### config.mk
export PLATFORM = sky130hd
export DESIGN_NAME = tmds_encoder_3ch
export DESIGN_NICKNAME = d
export VERILOG_FILES = /design/src/rtl/tmds_pkg.sv /design/src/rtl/tmds_channel_encoder.sv /design/src/rtl/tmds_encoder_3ch.sv
export SDC_FILE = /design/constraint.sdc
export NUM_CORES = 1
export LEC_CHECK = 0
export CAP_MARGIN = 20
export CORE_ASPECT_RATIO = 0.5
export CORE_UTILIZATION = 59
export DETAILED_ROUTE_END_ITERATION = 10
export PLACE_DENSITY = 0.89
export SLEW_MARGIN = 20
export SYNTH_ARGS = -nofsm -noshare
export SYNTH_HDL_FRONTEND = slang
export SYNTH_HIERARCHICAL = 1
export SYNTH_SLANG_ARGS = --single-unit
export TNS_END_PERCENT = 50
### constraint.sdc
create_clock -name clk_pixel -period 5 [get_ports clk_pixel]
set_clock_uncertainty 0.2 [all_clocks]
set_input_delay 0.5 -clock clk_pixel [delete_from_list [all_inputs] [get_ports clk_pixel]]
set_output_delay 0.5 -clock clk_pixel [all_outputs]
set_load 0.05 [all_outputs]
### src/rtl/tmds_pkg.sv
// Shared TMDS line codes, the lane disparity type and the small helpers used by
// every lane encoder.
package tmds_pkg;

  localparam logic [9:0] CTL_CODE_00 = 10'b1101010100;
  localparam logic [9:0] CTL_CODE_01 = 10'b0010101011;
  localparam logic [9:0] CTL_CODE_10 = 10'b0101010100;
  localparam logic [9:0] CTL_CODE_11 = 10'b1010101011;

  localparam logic [9:0] GUARD_LANE0 = 10'b1011001100;
  localparam logic [9:0] GUARD_LANE1 = 10'b0100110011;
  localparam logic [9:0] GUARD_LANE2 = 10'b1011001100;

  localparam logic [9:0] CLK_PATTERN = 10'b0000011111;

  localparam int PREAMBLE_LEN = 8;
  localparam int GUARD_LEN    = 2;
  localparam int DELAY_LEN    = PREAMBLE_LEN + GUARD_LEN;

  typedef logic signed [4:0] disparity_t;

  typedef enum logic [1:0] {
    MODE_CTL   = 2'd0,
    MODE_DATA  = 2'd1,
    MODE_GUARD = 2'd2
  } lane_mode_e;

  // One input pixel as carried through the optional lookahead delay line
  typedef struct packed {
    logic       de;
    logic       hsync;
    logic       vsync;
    logic [7:0] red;
    logic [7:0] green;
    logic [7:0] blue;
  } pix_t;

  function automatic logic [9:0] ctl_code(input logic [1:0] c);
    logic [9:0] code;
    code = CTL_CODE_00;
    case (c)
      2'b00: code = CTL_CODE_00;
      2'b01: code = CTL_CODE_01;
      2'b10: code = CTL_CODE_10;
      2'b11: code = CTL_CODE_11;
    endcase
    return code;
  endfunction

  function automatic logic [3:0] ones8(input logic [7:0] d);
    logic [3:0] n;
    n = '0;
    for (int i = 0; i < 8; i++) n = n + {3'b000, d[i]};
    return n;
  endfunction

endpackage

### src/rtl/tmds_channel_encoder.sv
// One TMDS lane: stage 1 builds the transition-minimised q_m word, stage 2
// applies DC balancing against the running disparity and registers the symbol.
module tmds_channel_encoder
  import tmds_pkg::*;
#(
  parameter logic [1:0] RST_CTL    = 2'b00,
  parameter logic [9:0] GUARD_CODE = GUARD_LANE0
) (
  input  logic       clk_pixel,
  input  logic       reset_n,
  input  logic [1:0] mode,
  input  logic [7:0] data,
  input  logic [1:0] ctl,
  output logic [9:0] tmds
);

  logic [3:0] n1_d;
  logic       use_xnor;
  logic [8:0] q_m;

  logic [8:0] q_m_reg;
  logic [1:0] mode_reg;
  logic [1:0] ctl_reg;

  logic [3:0] n1_q;
  logic [3:0] n0_q;
  disparity_t diff;
  disparity_t cnt_reg;
  disparity_t cnt_next;
  logic [9:0] tmds_reg;
  logic [9:0] tmds_next;

  always_comb begin
    n1_d     = ones8(data);
    use_xnor = (n1_d > 4'd4) || ((n1_d == 4'd4) && !data[0]);
    q_m      = '0;
    q_m[0]   = data[0];
    for (int i = 1; i < 8; i++)
      q_m[i] = use_xnor ? ~(q_m[i-1] ^ data[i]) : (q_m[i-1] ^ data[i]);
    q_m[8]   = ~use_xnor;
  end

  always_ff @(posedge clk_pixel) begin
    if (!reset_n) begin
      q_m_reg  <= '0;
      mode_reg <= MODE_CTL;
      ctl_reg  <= RST_CTL;
    end else begin
      q_m_reg  <= q_m;
      mode_reg <= mode;
      ctl_reg  <= ctl;
    end
  end

  // Non-data symbols are themselves balanced, so they restart the count at 0
  always_comb begin
    n1_q      = ones8(q_m_reg[7:0]);
    n0_q      = 4'd8 - n1_q;
    diff      = $signed({1'b0, n1_q}) - $signed({1'b0, n0_q});
    tmds_next = ctl_code(ctl_reg);
    cnt_next  = '0;
    case (mode_reg)
      MODE_DATA: begin
        if ((cnt_reg == '0) || (n1_q == n0_q)) begin
          tmds_next = {~q_m_reg[8], q_m_reg[8],
                       q_m_reg[8] ? q_m_reg[7:0] : ~q_m_reg[7:0]};
          cnt_next  = q_m_reg[8] ? cnt_reg + diff : cnt_reg - diff;
        end else if ((!cnt_reg[4] && (n1_q > n0_q)) ||
                     (cnt_reg[4] && (n0_q > n1_q))) begin
          tmds_next = {1'b1, q_m_reg[8], ~q_m_reg[7:0]};
          cnt_next  = cnt_reg + (q_m_reg[8] ? 5'sd2 : 5'sd0) - diff;
        end else begin
          tmds_next = {1'b0, q_m_reg[8], q_m_reg[7:0]};
          cnt_next  = cnt_reg + diff - (q_m_reg[8] ? 5'sd0 : 5'sd2);
        end
      end
      MODE_GUARD: tmds_next = GUARD_CODE;
      default: ;
    endcase
  end

  always_ff @(posedge clk_pixel) begin
    if (!reset_n) begin
      tmds_reg <= ctl_code(RST_CTL);
      cnt_reg  <= '0;
    end else begin
      tmds_reg <= tmds_next;
      cnt_reg  <= cnt_next;
    end
  end

  assign tmds = tmds_reg;

endmodule

### src/rtl/tmds_encoder_3ch.sv
// Three-lane DVI TMDS encoder plus clock lane. Defining TMDS_ENC_VIDEO_GUARD_EN
// adds a 10-word lookahead that inserts video preamble and guard band.
module tmds_encoder_3ch
  import tmds_pkg::*;
#(
  parameter logic [1:0] RST_CTL = 2'b00
) (
  input  logic            clk_pixel,
  input  logic            reset_n,
  input  logic [7:0]      red,
  input  logic [7:0]      green,
  input  logic [7:0]      blue,
  input  logic            de,
  input  logic            hsync,
  input  logic            vsync,
  output logic [3:0][9:0] tmds_par_out
);

  logic [2:0][7:0] lane_data;
  logic [2:0][1:0] lane_ctl;
  logic [1:0]      lane_mode;
  logic [2:0][9:0] lane_tmds;

`ifdef TMDS_ENC_VIDEO_GUARD_EN
  localparam pix_t PIX_RST = {1'b0, RST_CTL[0], RST_CTL[1], 24'h0};

  pix_t pix_in;
  pix_t dly_reg [DELAY_LEN];
  pix_t pix_old;
  logic guard_ahead;
  logic preamble_ahead;

  assign pix_in  = {de, hsync, vsync, red, green, blue};
  assign pix_old = dly_reg[DELAY_LEN-1];

  always_ff @(posedge clk_pixel) begin
    if (!reset_n) begin
      for (int i = 0; i < DELAY_LEN; i++) dly_reg[i] <= PIX_RST;
    end else begin
      dly_reg[0] <= pix_in;
      for (int i = 1; i < DELAY_LEN; i++) dly_reg[i] <= dly_reg[i-1];
    end
  end

  // A blanking word whose de-rise is 1-2 words ahead is guard, 3-10 ahead is
  // preamble; short blanking therefore only ever loses preamble words.
  always_comb begin
    guard_ahead    = dly_reg[DELAY_LEN-2].de | dly_reg[DELAY_LEN-3].de;
    preamble_ahead = de;
    for (int i = 0; i < DELAY_LEN - GUARD_LEN; i++)
      preamble_ahead = preamble_ahead | dly_reg[i].de;
    lane_data[0] = pix_old.blue;
    lane_data[1] = pix_old.green;
    lane_data[2] = pix_old.red;
    lane_ctl[0]  = {pix_old.vsync, pix_old.hsync};
    lane_ctl[1]  = 2'b00;
    lane_ctl[2]  = 2'b00;
    lane_mode    = MODE_CTL;
    if (pix_old.de) begin
      lane_mode = MODE_DATA;
    end else if (guard_ahead) begin
      lane_mode = MODE_GUARD;
    end else if (preamble_ahead) begin
      lane_ctl[1] = 2'b01;
    end
  end
`else
  always_comb begin
    lane_data[0] = blue;
    lane_data[1] = green;
    lane_data[2] = red;
    lane_ctl[0]  = {vsync, hsync};
    lane_ctl[1]  = 2'b00;
    lane_ctl[2]  = 2'b00;
    lane_mode    = de ? MODE_DATA : MODE_CTL;
  end
`endif

  for (genvar gi = 0; gi < 3; gi++) begin : g_lane
    tmds_channel_encoder #(
      .RST_CTL    ((gi == 0) ? RST_CTL : 2'b00),
      .GUARD_CODE ((gi == 0) ? GUARD_LANE0 :
                   (gi == 1) ? GUARD_LANE1 : GUARD_LANE2)
    ) u_enc (
      .clk_pixel (clk_pixel),
      .reset_n   (reset_n),
      .mode      (lane_mode),
      .data      (lane_data[gi]),
      .ctl       (lane_ctl[gi]),
      .tmds      (lane_tmds[gi])
    );
  end

  assign tmds_par_out = {CLK_PATTERN, lane_tmds};

endmodule
==> impl_results.md <==
- Worst hold path type: flop to flop
- Clock slew at reported path FFs: 0.06 ns
- Area occupied by multi-input gates: roughly 0.0044 sq mm
- R2r setup slk: 0.22 ns
- Share of cells above drive strength 1: approximately 5.3%
- Largest net degree at the start of global routing: 42
- Filler Cell Count: 812
- Crit end category: flop
- Port buffer count: 58
- Drt via density: 5.48
- Gp weighted congestion: 0.995
- Unrepaired setup endpoints after global routing: no
- Critical path's top delay family: adder cells
- Most frequent cells in the layout: inv_1 (123), dfxtp_1 (84), ha_1 (72), clkdlybuf4s50_1 (58)
- Bufs on Longest Clock Path: 2
- Cell variety after synth: 67
- Finished Layout Cells: 950
- DRT Wirelength: 13800 um
- Initial antenna violation count: 0
- CP Class: flop to flop
- Final Hold Viols: 0
- Synth area leader: dfxtp_1
- Synth area leaders: dfxtp_1 (25%), ha_1 (14%), fa_1 (11%), inv_1 (6.9%), xnor2_1 (6.7%)
- Routed vias: approximately 5200
- Worst setup endpoint: g_lane[0].u_enc/cnt_reg[4]
- Yosys top cell area share: between 20% and 30%
- Worst path arrival time: just under 5 ns
- Number of synthesized flops with an enable pin: 0
- Slew @ Worst Pin: 0.732 ns
- CTS tree: built
- # diodes: 0
- Critical Path Start: g_lane[0].u_enc/q_m_reg[0]
- Outcome: finished with violations
- Total CTS buffers: 9
- Most used cell, CP: fa_1
- Grt ovf: 0
- Placed Area: 0.00732 sq mm
- Final net count: around 940
- Core Footprint: 0.0110 sq mm
- CTS HTree Levels: 3
- Post-route cell area: roughly 0.0076 sq mm
- Number of global-route vias before repair: 5308
- Antenna viol nets, final: 0
- Mapped cell area: 0.00667 sq mm
- Clock Tree Root: clkbuf_16
- CP cell instances: inv_1 > fa_1 > fa_1 > fa_1 > inv_1 > ha_1 > fa_1 > ha_1 > inv_1 > ha_1 > a21oi_1 > nor2_1 > or3_1 > a311o_1 > a211oi_2
- Min-delay src: g_lane[2].u_enc/cnt_reg[0]
- Layout area overhead: 14.3%
- Worst Reg2Reg Path Length in Cells: 15
- Starting density of the core: about three fifths
- DRT iter0 DRCs: 299
- TritonCTS Sinks: 84
- Clock Latency Late Sink: 0.34 ns
- Worst-path fanout max: 5
- Period Utilization, post-route: 95.7%
- Die height: 77.2 um
- Synth warnings: 6
- Drt drc: 1
- Reg area: roughly 0.0017 sq mm
- Avg Cell Area, Syn: 8.97 sq um
- Synth Register Bits: 84
- Largest register FFs: 30
- Worst EP required: 5.06 ns
- Dpl hpwl: 10800 um
- Fin util: 69.2%
- Mapped Cells: 743
- Cts hold-fix bufs: 0
- Setup violators final: 0
- Die Wd: 152 um
- Stages on worst setup path: 15
- Critical R2R Capture: g_lane[0].u_enc/cnt_reg[4]
- Async SR Flop Fraction: 0%
- Final Critical Period: 4.78 ns
- Die area: 0.0118 sq mm
- Slew HR: 51.2%
- Overall Global Routing Usage: 25.0%
- Placed instance count: 935
- Setup crit start kind: flop
- Ys flop type: dfxtp_1
- I/O pin count: 69
- Pre-Repair DR Iteration Count: 8
- # Max-Cap Violations: 0
- Most common cell after layout, fill and taps aside: inv_1
- Crit path max-delay cell type: fa_1
- Seq/Total Area, Yosys: between 20% and 30%
- Critical R2R Launch: g_lane[0].u_enc/q_m_reg[0]
- Failing checks: DRC
- Row Count: 27
- Buf/Inv on CP: 3
- Fmax: 209 MHz
- Slowest stage delay, CP: 0.55 ns
- Global-route wire length before repair: 23500 um
- Avg WL per Cell: 14.6 um
- Max Slew Vio Count: 0
- Setup TNS: 0 ns
## through the flow
step | worst slack (ns) | hold slack, ns
6_report | 0.216 | 0.291
3_3_place_gp | 0.325 | 0.270
4_1_cts | 0.208 | 0.292
2_1_floorplan | 0.457 | 0.254
5_1_grt | 0.0205 | 0.306
3_5_place_dp | 0.222 | 0.282
## routing by layer
metal / vias up / GRT usage, % / wire (um)
li1: 2543 / - / -
met1: 2469 / 27.8 / 5770
met2: 171 / 47.0 / 7100
met3: 27 / 4.07 / 668
met4: 0 / 12.0 / 299
met5: - / 0 / 0
## logic make-up after synthesis
group,synth area share (%)
and+or+nand+nor,14.4
buffers and inverters,9.96
AOI/OAI and AO/OA,13.6
adders and majority gates,24.3
DFF,25.2
xor gates and xnor gates,10.6
muxes,1.86
other,0.113
## cell usage after synthesis, types with 10 or more instances
| cell type | number |
|---|---|
| nand3_1 | 18 |
| xor2_1 | 18 |
| o21ai_0 | 20 |
| ha_1 | 72 |
| inv_1 | 123 |
| and2_1 | 18 |
| dfxtp_1 | 84 |
| nand2_1 | 27 |
| nor3_1 | 16 |
| fa_1 | 36 |
| buf_4 | 10 |
| nor2_1 | 50 |
| o21ai_1 | 18 |
| xnor2_1 | 51 |
| a21oi_1 | 11 |
## worst register-to-register path: stages, from the launching register on
cell	delay (ns)
dfxtp_1	0.31
inv_1	0.07
fa_1	0.55
fa_1	0.43
fa_1	0.49
inv_1	0.04
ha_1	0.20
fa_1	0.52
ha_1	0.40
inv_1	0.10
ha_1	0.30
a21oi_1	0.15
nor2_1	0.06
or3_1	0.31
a311o_1	0.37
a211oi_2	0.21
## final cells by class
type                    count  share of cell area (%)
clock buffers              11                    3.05
clock inverters             4                   0.673
inverters                 126                    6.21
multi-input cells         518                    57.6
flip-flops and latches     84                    22.1
well taps                 145                    2.38
repair buffers             62                    8.01
## how the worst min path moves through the flow
stage | cells past startpoint | slack (ns) | to
2_1_floorplan | 1 | 0.25 | g_lane[0].u_enc/cnt_reg[0]
3_3_place_gp | 1 | 0.27 | g_lane[2].u_enc/cnt_reg[0]
3_5_place_dp | 1 | 0.28 | g_lane[2].u_enc/cnt_reg[0]
4_1_cts | 1 | 0.29 | g_lane[2].u_enc/cnt_reg[0]
5_1_grt | 1 | 0.31 | g_lane[1].u_enc/cnt_reg[0]
6_report | 1 | 0.29 | g_lane[2].u_enc/cnt_reg[0]
## timing repair
item,in CTS,in global routing
buffers inserted,0,0
gates resized for setup,0,2
endpoints found under the setup margin,0,2
Power is not shown: default switching activity piles up to over one toggle a cycle in this logic, so the estimate is an artifact.
